**config.mk**
```make
export PLATFORM = sky130hd
export DESIGN_NAME = fp_round_pack
export DESIGN_NICKNAME = d
export VERILOG_FILES = /design/src/rtl/fp_pkg.sv /design/src/rtl/fp_round_stage1.sv /design/src/rtl/fp_round_pack.sv
export SDC_FILE = /design/constraint.sdc
export NUM_CORES = 1
export LEC_CHECK = 0
export CORE_ASPECT_RATIO = 1.2
export CORE_UTILIZATION = 44
export CTS_BUF_LIST = sky130_fd_sc_hd__clkbuf_4 sky130_fd_sc_hd__clkbuf_8
export DETAILED_ROUTE_END_ITERATION = 16
export GPL_ROUTABILITY_DRIVEN = 0
export PLACE_DENSITY = 0.85
export REMOVE_ABC_BUFFERS = 1
export SLEW_MARGIN = 20
export SYNTH_ARGS = -nofsm -noshare
export SYNTH_HDL_FRONTEND = slang
export SYNTH_SLANG_ARGS = --single-unit
```
**constraint.sdc**
```tcl
create_clock -name clk -period 1.2 [get_ports clk]
set_input_delay 0.24 -clock clk [delete_from_list [all_inputs] [get_ports clk]]
set_output_delay 0.24 -clock clk [all_outputs]
set_load 0.02 [all_outputs]
```
**src/rtl/fp_pkg.sv**
```systemverilog
`default_nettype none
// ============================================================================
//  Module      : fp_pkg
//  Description : Shared constants and types for the 12-bit-integer to 8-bit
//                float converter. Contains the field widths, the all-ones
//                field limits and the packed {sign, exp, mant} byte layout.
//  Revision    : 1.0 - initial release
// ============================================================================
package fp_pkg;

    localparam int EXP_W  = 3;
    localparam int MANT_W = 4;
    localparam int FP_W   = 1 + EXP_W + MANT_W;

    localparam logic [EXP_W-1:0]  EXP_MAX  = '1;
    localparam logic [MANT_W-1:0] MANT_MAX = '1;

    typedef struct packed {
        logic              sign;
        logic [EXP_W-1:0]  exp;
        logic [MANT_W-1:0] mant;
    } fp_t;

endpackage : fp_pkg
`default_nettype wire

```
**src/rtl/fp_round_stage1.sv**
```systemverilog
`default_nettype none
// ============================================================================
//  Module      : fp_round_stage1
//  Description : Combinational round-half-up adder. Adds the round bit to the
//                truncated mantissa and returns a sum one bit wider so that
//                the caller can see the mantissa carry.
//  Ports       : i_mant  - truncated mantissa
//                i_xbit  - first discarded bit (round bit)
//                o_sum   - {carry, rounded mantissa}
//  Revision    : 1.0 - initial release
// ============================================================================
module fp_round_stage1
    import fp_pkg::*;
#(
    parameter int MANT_W = fp_pkg::MANT_W
) (
    input  logic [MANT_W-1:0] i_mant,
    input  logic              i_xbit,
    output logic [MANT_W:0]   o_sum
);

    assign o_sum = {1'b0, i_mant} + {{MANT_W{1'b0}}, i_xbit};

endmodule : fp_round_stage1
`default_nettype wire

```
**src/rtl/fp_round_pack.sv**
```systemverilog
`default_nettype none
// ============================================================================
//  Module      : fp_round_pack
//  Description : Final stage of the integer-to-float converter. Stage 1
//                rounds (round-half-up) and registers the result, stage 2
//                renormalises on mantissa carry, saturates at the largest
//                exponent and registers the packed {S,E,F} byte. Valid/ready
//                flow control, one transaction per clock, two in flight max.
//  Ports       : clk, rst_n           - clock, synchronous active-low reset
//                in_valid/in_ready    - upstream handshake
//                in_sign/exp/mant/xbit- fields from the normalise stage
//                out_valid/out_ready  - downstream handshake
//                fp_out               - packed {sign, exp, mant}
//                round_cnt, sat_cnt   - transfer statistics (optional)
//  Options     : FP_ROUND_PACK_STATS_EN adds round_cnt / sat_cnt outputs.
//  Revision    : 1.0 - initial release
// ============================================================================
module fp_round_pack
    import fp_pkg::*;
#(
    parameter int EXP_W  = fp_pkg::EXP_W,
    parameter int MANT_W = fp_pkg::MANT_W
) (
    input  logic                    clk,
    input  logic                    rst_n,
    input  logic                    in_valid,
    output logic                    in_ready,
    input  logic                    in_sign,
    input  logic [EXP_W-1:0]        in_exp,
    input  logic [MANT_W-1:0]       in_mant,
    input  logic                    in_xbit,
    output logic                    out_valid,
    input  logic                    out_ready,
    output logic [EXP_W+MANT_W:0]   fp_out
`ifdef FP_ROUND_PACK_STATS_EN
    ,
    output logic [15:0]             round_cnt,
    output logic [15:0]             sat_cnt
`endif
);

    localparam logic [EXP_W-1:0]  C_EXP_MAX   = '1;
    localparam logic [MANT_W-1:0] C_MANT_MAX  = '1;
    localparam logic [MANT_W-1:0] C_MANT_MSB  = {1'b1, {(MANT_W-1){1'b0}}};
    localparam logic [EXP_W-1:0]  C_EXP_ONE   = {{(EXP_W-1){1'b0}}, 1'b1};

    // ------------------------------------------------------------------------
    // Pipeline state
    // ------------------------------------------------------------------------
    logic                  r_rst_done;   // keeps in_ready low for one cycle after reset
    logic                  r_s1_valid;
    logic                  r_s1_sign;
    logic [EXP_W-1:0]      r_s1_exp;
    logic [MANT_W:0]       r_s1_sum;
    logic                  r_s2_valid;
    logic [EXP_W+MANT_W:0] r_fp_out;

    logic                  w_s2_adv;
    logic                  w_s1_adv;
    logic                  w_in_ready;
    logic                  w_accept;
    logic [MANT_W:0]       w_sum;
    logic [EXP_W-1:0]      w_s2_exp;
    logic [MANT_W-1:0]     w_s2_mant;

`ifdef FP_ROUND_PACK_STATS_EN
    // Flags only exist when something downstream of stage 2 consumes them.
    logic                  r_s1_rnd;
    logic                  r_s2_rnd;
    logic                  r_s2_sat;
    logic                  w_s2_sat;
    logic [15:0]           r_round_cnt;
    logic [15:0]           r_sat_cnt;
`endif

    // ------------------------------------------------------------------------
    // Flow control: a stage may take new data when it is empty or its
    // contents move on this edge. in_ready therefore depends combinationally
    // on out_ready, which lets a full pipe drain and refill on the same edge.
    // ------------------------------------------------------------------------
    assign w_s2_adv   = !r_s2_valid || out_ready;
    assign w_s1_adv   = !r_s1_valid || w_s2_adv;
    assign w_in_ready = rst_n && r_rst_done && w_s1_adv;
    assign w_accept   = in_valid && w_in_ready;

    assign in_ready   = w_in_ready;
    assign out_valid  = r_s2_valid;
    assign fp_out     = r_fp_out;

    // ------------------------------------------------------------------------
    // Stage 1: round adder
    // ------------------------------------------------------------------------
    fp_round_stage1 #(
        .MANT_W (MANT_W)
    ) u_round (
        .i_mant (in_mant),
        .i_xbit (in_xbit),
        .o_sum  (w_sum)
    );

    // ------------------------------------------------------------------------
    // Stage 2: renormalise on carry, saturate when the exponent cannot grow.
    // A carry out of the mantissa means the rounded value is exactly 2^(e+1),
    // so the fraction becomes the hidden-one pattern 100..0.
    // ------------------------------------------------------------------------
    always_comb begin
        w_s2_exp  = r_s1_exp;
        w_s2_mant = r_s1_sum[MANT_W-1:0];
`ifdef FP_ROUND_PACK_STATS_EN
        w_s2_sat  = 1'b0;
`endif
        if (r_s1_sum[MANT_W]) begin
            if (r_s1_exp == C_EXP_MAX) begin
                w_s2_exp  = C_EXP_MAX;
                w_s2_mant = C_MANT_MAX;
`ifdef FP_ROUND_PACK_STATS_EN
                w_s2_sat  = 1'b1;
`endif
            end else begin
                w_s2_exp  = r_s1_exp + C_EXP_ONE;
                w_s2_mant = C_MANT_MSB;
            end
        end
    end

    // ------------------------------------------------------------------------
    // Registers
    // ------------------------------------------------------------------------
    always_ff @(posedge clk) begin
        if (!rst_n) begin
            r_rst_done <= 1'b0;
            r_s1_valid <= 1'b0;
            r_s1_sign  <= 1'b0;
            r_s1_exp   <= '0;
            r_s1_sum   <= '0;
            r_s2_valid <= 1'b0;
            r_fp_out   <= '0;
        end else begin
            r_rst_done <= 1'b1;
            if (w_s1_adv) begin
                r_s1_valid <= w_accept;
                if (w_accept) begin
                    r_s1_sign <= in_sign;
                    r_s1_exp  <= in_exp;
                    r_s1_sum  <= w_sum;
                end
            end
            // fp_out only changes when stage 2 may advance, so it is held
            // while a result waits for out_ready.
            if (w_s2_adv) begin
                r_s2_valid <= r_s1_valid;
                if (r_s1_valid) begin
                    r_fp_out <= {r_s1_sign, w_s2_exp, w_s2_mant};
                end
            end
        end
    end

`ifdef FP_ROUND_PACK_STATS_EN
    always_ff @(posedge clk) begin
        if (!rst_n) begin
            r_s1_rnd    <= 1'b0;
            r_s2_rnd    <= 1'b0;
            r_s2_sat    <= 1'b0;
            r_round_cnt <= '0;
            r_sat_cnt   <= '0;
        end else begin
            if (w_accept) begin
                r_s1_rnd <= in_xbit;
            end
            if (w_s2_adv && r_s1_valid) begin
                r_s2_rnd <= r_s1_rnd;
                r_s2_sat <= w_s2_sat;
            end
            // Counters wrap naturally at 16'hFFFF.
            if (r_s2_valid && out_ready) begin
                r_round_cnt <= r_round_cnt + {15'd0, r_s2_rnd};
                r_sat_cnt   <= r_sat_cnt + {15'd0, r_s2_sat};
            end
        end
    end

    assign round_cnt = r_round_cnt;
    assign sat_cnt   = r_sat_cnt;
`endif

endmodule : fp_round_pack
`default_nettype wire

```
==> run_results.csv <==
group,metric,value,unit
outcome,outcome,"finished with violations",
outcome,violations,"setup timing",
worst_setup_path,critical_path_peak_fanout,2,
worst_setup_path,timing.reg2reg.setup_slack,0.04,ns
worst_setup_path,ff2ff_path_depth,4,
pwr,seq_power_share,58.3,%
synth,synth_adder_area_share,4.34,%
grt,grt_first_pass_wirelength,3400,µm
worst_setup_path,path_class,"flip-flop to primary output",
worst_setup_path,critical_path.cell_chain,"nand3b_1 > and3_1 > buf_6",
detailed_routing,drt_pre_antenna_iters,3,
detailed_routing,drc,0,
floorplanning,rows,17,
hold_path,worstHoldPathCells,2,
hold_path,hold_class,"input port to flip-flop",
grt,gr-usage-all-layers,20.7,%
timing,worst_slack,-0.115,ns
floorplanning,core_area,0.00185,mm²
clock_network,cts_sinks,20,
clock_network,worst_setup_hold_path_clk_slew,0.10,ns
timing,maxSlewHeadroom,67.6,%
detailed_routing,wirelength,2010,µm
synth,synthesis.area_per_instance,9.40,µm²
synth,synth-compound-area-share,23.3,%
clock_network,clock-root-buffer,"sky130_fd_sc_hd__clkbuf_4",
timing,transition_time_at_the_pin_with_the_least_slew_margin,0.485,ns
worst_setup_path,crit_required,0.96,ns
grt,grt_remaining_overflow,0,
pwr,cellPowerDensity,972,mW/mm²
detailed_routing,number_of_violations_reported_at_the_end_of_detailed_routing_iteration_0,8,
timing,totalNegativeSetupSlack,-0.115,ns
worst_setup_path,crit_end,"in_ready",
detailed_routing,routed_wire_length_per_instance,14.1,µm
synth,post_synthesis_share_of_cell_area_spent_on_and_or_nand_and_nor_gates,16.2,%
worst_setup_path,worst_flop_to_flop_path_startpoint,"r_s1_valid",
worst_setup_path,worst_path_max_delay_cell,"sky130_fd_sc_hd__dfxtp_2",
clock_network,clock_tree.buffer_depth,2,
synth,synthXorXnorAreaFrac,3.04,%
clock_network,cts_buffers,3,
pwr,leakage_power,0.508,nW
pwr,power.net_switching,0.000295,W
worst_setup_path,cp_slowest_stage_delay,0.34,ns
pwr,internal_power_component,0.000906,W
synth,ys_warn_count,0,
detailed_routing,viasPerCell,5.86,
synth,seq_cells_post_synth,20,
pwr,clock_power_share,26.1,%
floorplanning,die_w,42.5,µm
detailed_routing,via_count,832,
finish,area_growth,43.0,%
place,dp_slack,-0.714,ns
grt,grt_antenna_before_repair,0,
synth,syn-instance-count,92,
timing,post-route-min-period,1.32,ns
synth,ys_types,20,
floorplanning,die_height,50.6,µm
timing,maxSlewViolCount,0,
timing,clock.fmax,0.760,GHz
grt,grt_max_degree,15,
synth,synth_top_family_by_area,"compound AO/OA/AOI/OAI gates",
synth,yosysSeqAreaShare,46.3,%
finish,fin_nets,141,
clock_network,htreeDepth,1,
place,hpwlAfterDp,1410,µm
clock_network,worstSkewPairLatency,0.30,ns
finish,layout_cells_sized_above_1,39.0,%
worst_setup_path,timing.critical_path.from_type,"flip-flop",
worst_setup_path,worst_setup_path_end_kind,"primary output",
floorplanning,floorplan.die_area,0.00215,mm²
finish,nFillCells,152,
synth,synthMuxAreaShare,1.30,%
finish,mostFrequentLayoutCells,"sky130_fd_sc_hd__dfxtp_1, sky130_fd_sc_hd__a21oi_1, sky130_fd_sc_hd__buf_4",
finish,antenna_diode_instance_count,0,
run,timing.max_cap.violations,0,
floorplanning,start_util,46.7,%
timing,rsz_0062_raised_after_global_routing,"true",
timing,final_hold_fails,0,
worst_setup_path,timing.critical_path.arrival,1.08,ns
pwr,pwr-share-comb,15.6,%
grt,grt_pass1_vias,800,
timing,final.period_utilization,110,%
clock_network,cts_tree,"done",
pwr,p_sw_share,24.6,%
finish,final_common_cell,"sky130_fd_sc_hd__dfxtp_1",
timing,timing.clock.skew,0.000405,ns
timing,setup-violations-final,1,
synth,synthesis.area,865,µm²
floorplanning,design.portCount,23,
pwr,peak_ir_drop_on_the_vdd_network,773,µV
worst_setup_path,worstReg2RegEnd,"r_s1_sum[1]",
detailed_routing,postRouteAntennaNets,0,
clock_network,cts.hold.buffers_added,0,
worst_setup_path,critical_path.startpoint,"out_valid",
place,io_buffers,22,
-- routing by layer --
metal  global-route usage [%]  share of wire (%)  vias up
li1                         -                  -      401
met1                     23.3                 41      410
met2                     36.9                 54       18
met3                     4.68                3.4        3
met4                     8.85                1.3        0
met5                        0                  0        -
-- repair_timing --
item | 4_1_cts | 5_1_grt
setup endpoints to repair | 19 | 23
pin swaps | 3 | 7
gates resized for setup | 39 | 24
buffers inserted | 0 | 2
-- worst min-delay path by stage --
stage / start / to / slack, ns
after floorplan: rst_n / r_rst_done / 0.27
after global placement: fp_out[7] / fp_out[7] / 0.46
after detailed placement: fp_out[7] / fp_out[7] / 0.47
after CTS: out_ready / fp_out[7] / 0.48
after global routing: rst_n / r_rst_done / 0.21
final: rst_n / r_rst_done / 0.23
-- area by class of cell --
type	instances	area, µm²	share of cell area [%]
tap	19	23.8	1.92
timing repair buffer	34	280	22.7
sequential	20	405	32.8
clock buffer	3	22.5	1.82
inverter	2	7.51	0.607
multi-input combinational	64	497	40.2
-- sequential cells by signal, summed over array words and instances, names as in the netlist --
register	cells
fp_out	8
r_s1_sum	5
r_s1_exp	3
out_valid	1
r_rst_done	1
r_s1_sign	1
r_s1_valid	1
-- power groups by stage --
stage | Combinational (W) | Sequential, W | Clock, W
after floorplan | 0.0000610 | 0.000724 | 0
after global placement | 0.000165 | 0.000712 | 0
after detailed placement | 0.000170 | 0.000714 | 0
after CTS | 0.000176 | 0.000699 | 0.000315
after global routing | 0.000204 | 0.000703 | 0.000354
final | 0.000187 | 0.000700 | 0.000314
-- cell usage after synthesis --
| master | count | area, µm² |
|---|---|---|
| sky130_fd_sc_hd__nor2_2 | 1 | 6.26 |
| sky130_fd_sc_hd__nand3_1 | 12 | 60.1 |
| sky130_fd_sc_hd__mux2_2 | 1 | 11.3 |
| sky130_fd_sc_hd__nand2b_1 | 1 | 6.26 |
| sky130_fd_sc_hd__nor2b_1 | 4 | 25.0 |
| sky130_fd_sc_hd__a211oi_1 | 4 | 30.0 |
| sky130_fd_sc_hd__nand3b_1 | 1 | 7.51 |
| sky130_fd_sc_hd__and3_1 | 3 | 18.8 |
| sky130_fd_sc_hd__inv_1 | 2 | 7.51 |
| sky130_fd_sc_hd__dfxtp_1 | 20 | 400 |
| sky130_fd_sc_hd__ha_1 | 3 | 37.5 |
| sky130_fd_sc_hd__xor2_1 | 2 | 17.5 |
| sky130_fd_sc_hd__buf_4 | 4 | 30.0 |
| sky130_fd_sc_hd__o21ai_0 | 8 | 40.0 |
| sky130_fd_sc_hd__o221a_2 | 5 | 56.3 |
| sky130_fd_sc_hd__nor2_1 | 2 | 7.51 |
| sky130_fd_sc_hd__buf_2 | 2 | 10.0 |
| sky130_fd_sc_hd__a21oi_1 | 15 | 75.1 |
| sky130_fd_sc_hd__and3b_1 | 1 | 8.76 |
| sky130_fd_sc_hd__xnor2_1 | 1 | 8.76 |
-- critical path, delay by kind of cell (launching register included) --
kind	cells	cell delay [ns]
buffers and inverters	1	0.13
flip-flops	1	0.34
AND/OR/NAND/NOR	2	0.31
-- cell families (layout without fill, tap and decap cells) --
group,Yosys count,in the layout
XOR/XNOR,3,3
AND/OR/NAND/NOR,25,25
adder cells (fa/ha/maj),3,3
flip-flops,20,20
buffers and inverters,8,39
multiplexers,1,1
AO/OA/AOI/OAI,32,32
-- through the flow --
step	hold WS, ns	total power [W]	cell area, µm²	util, %	cells
after floorplan	0.268	0.000785	825	-	86
after global placement	0.463	0.000877	1140	61.8	137
after detailed placement	0.469	0.000884	1140	61.8	137
after CTS	0.485	0.00119	1200	64.8	140
after global routing	0.212	0.00126	1240	66.8	142
final	0.234	0.00120	1240	66.8	142
Power figures use the tool's default switching activity.
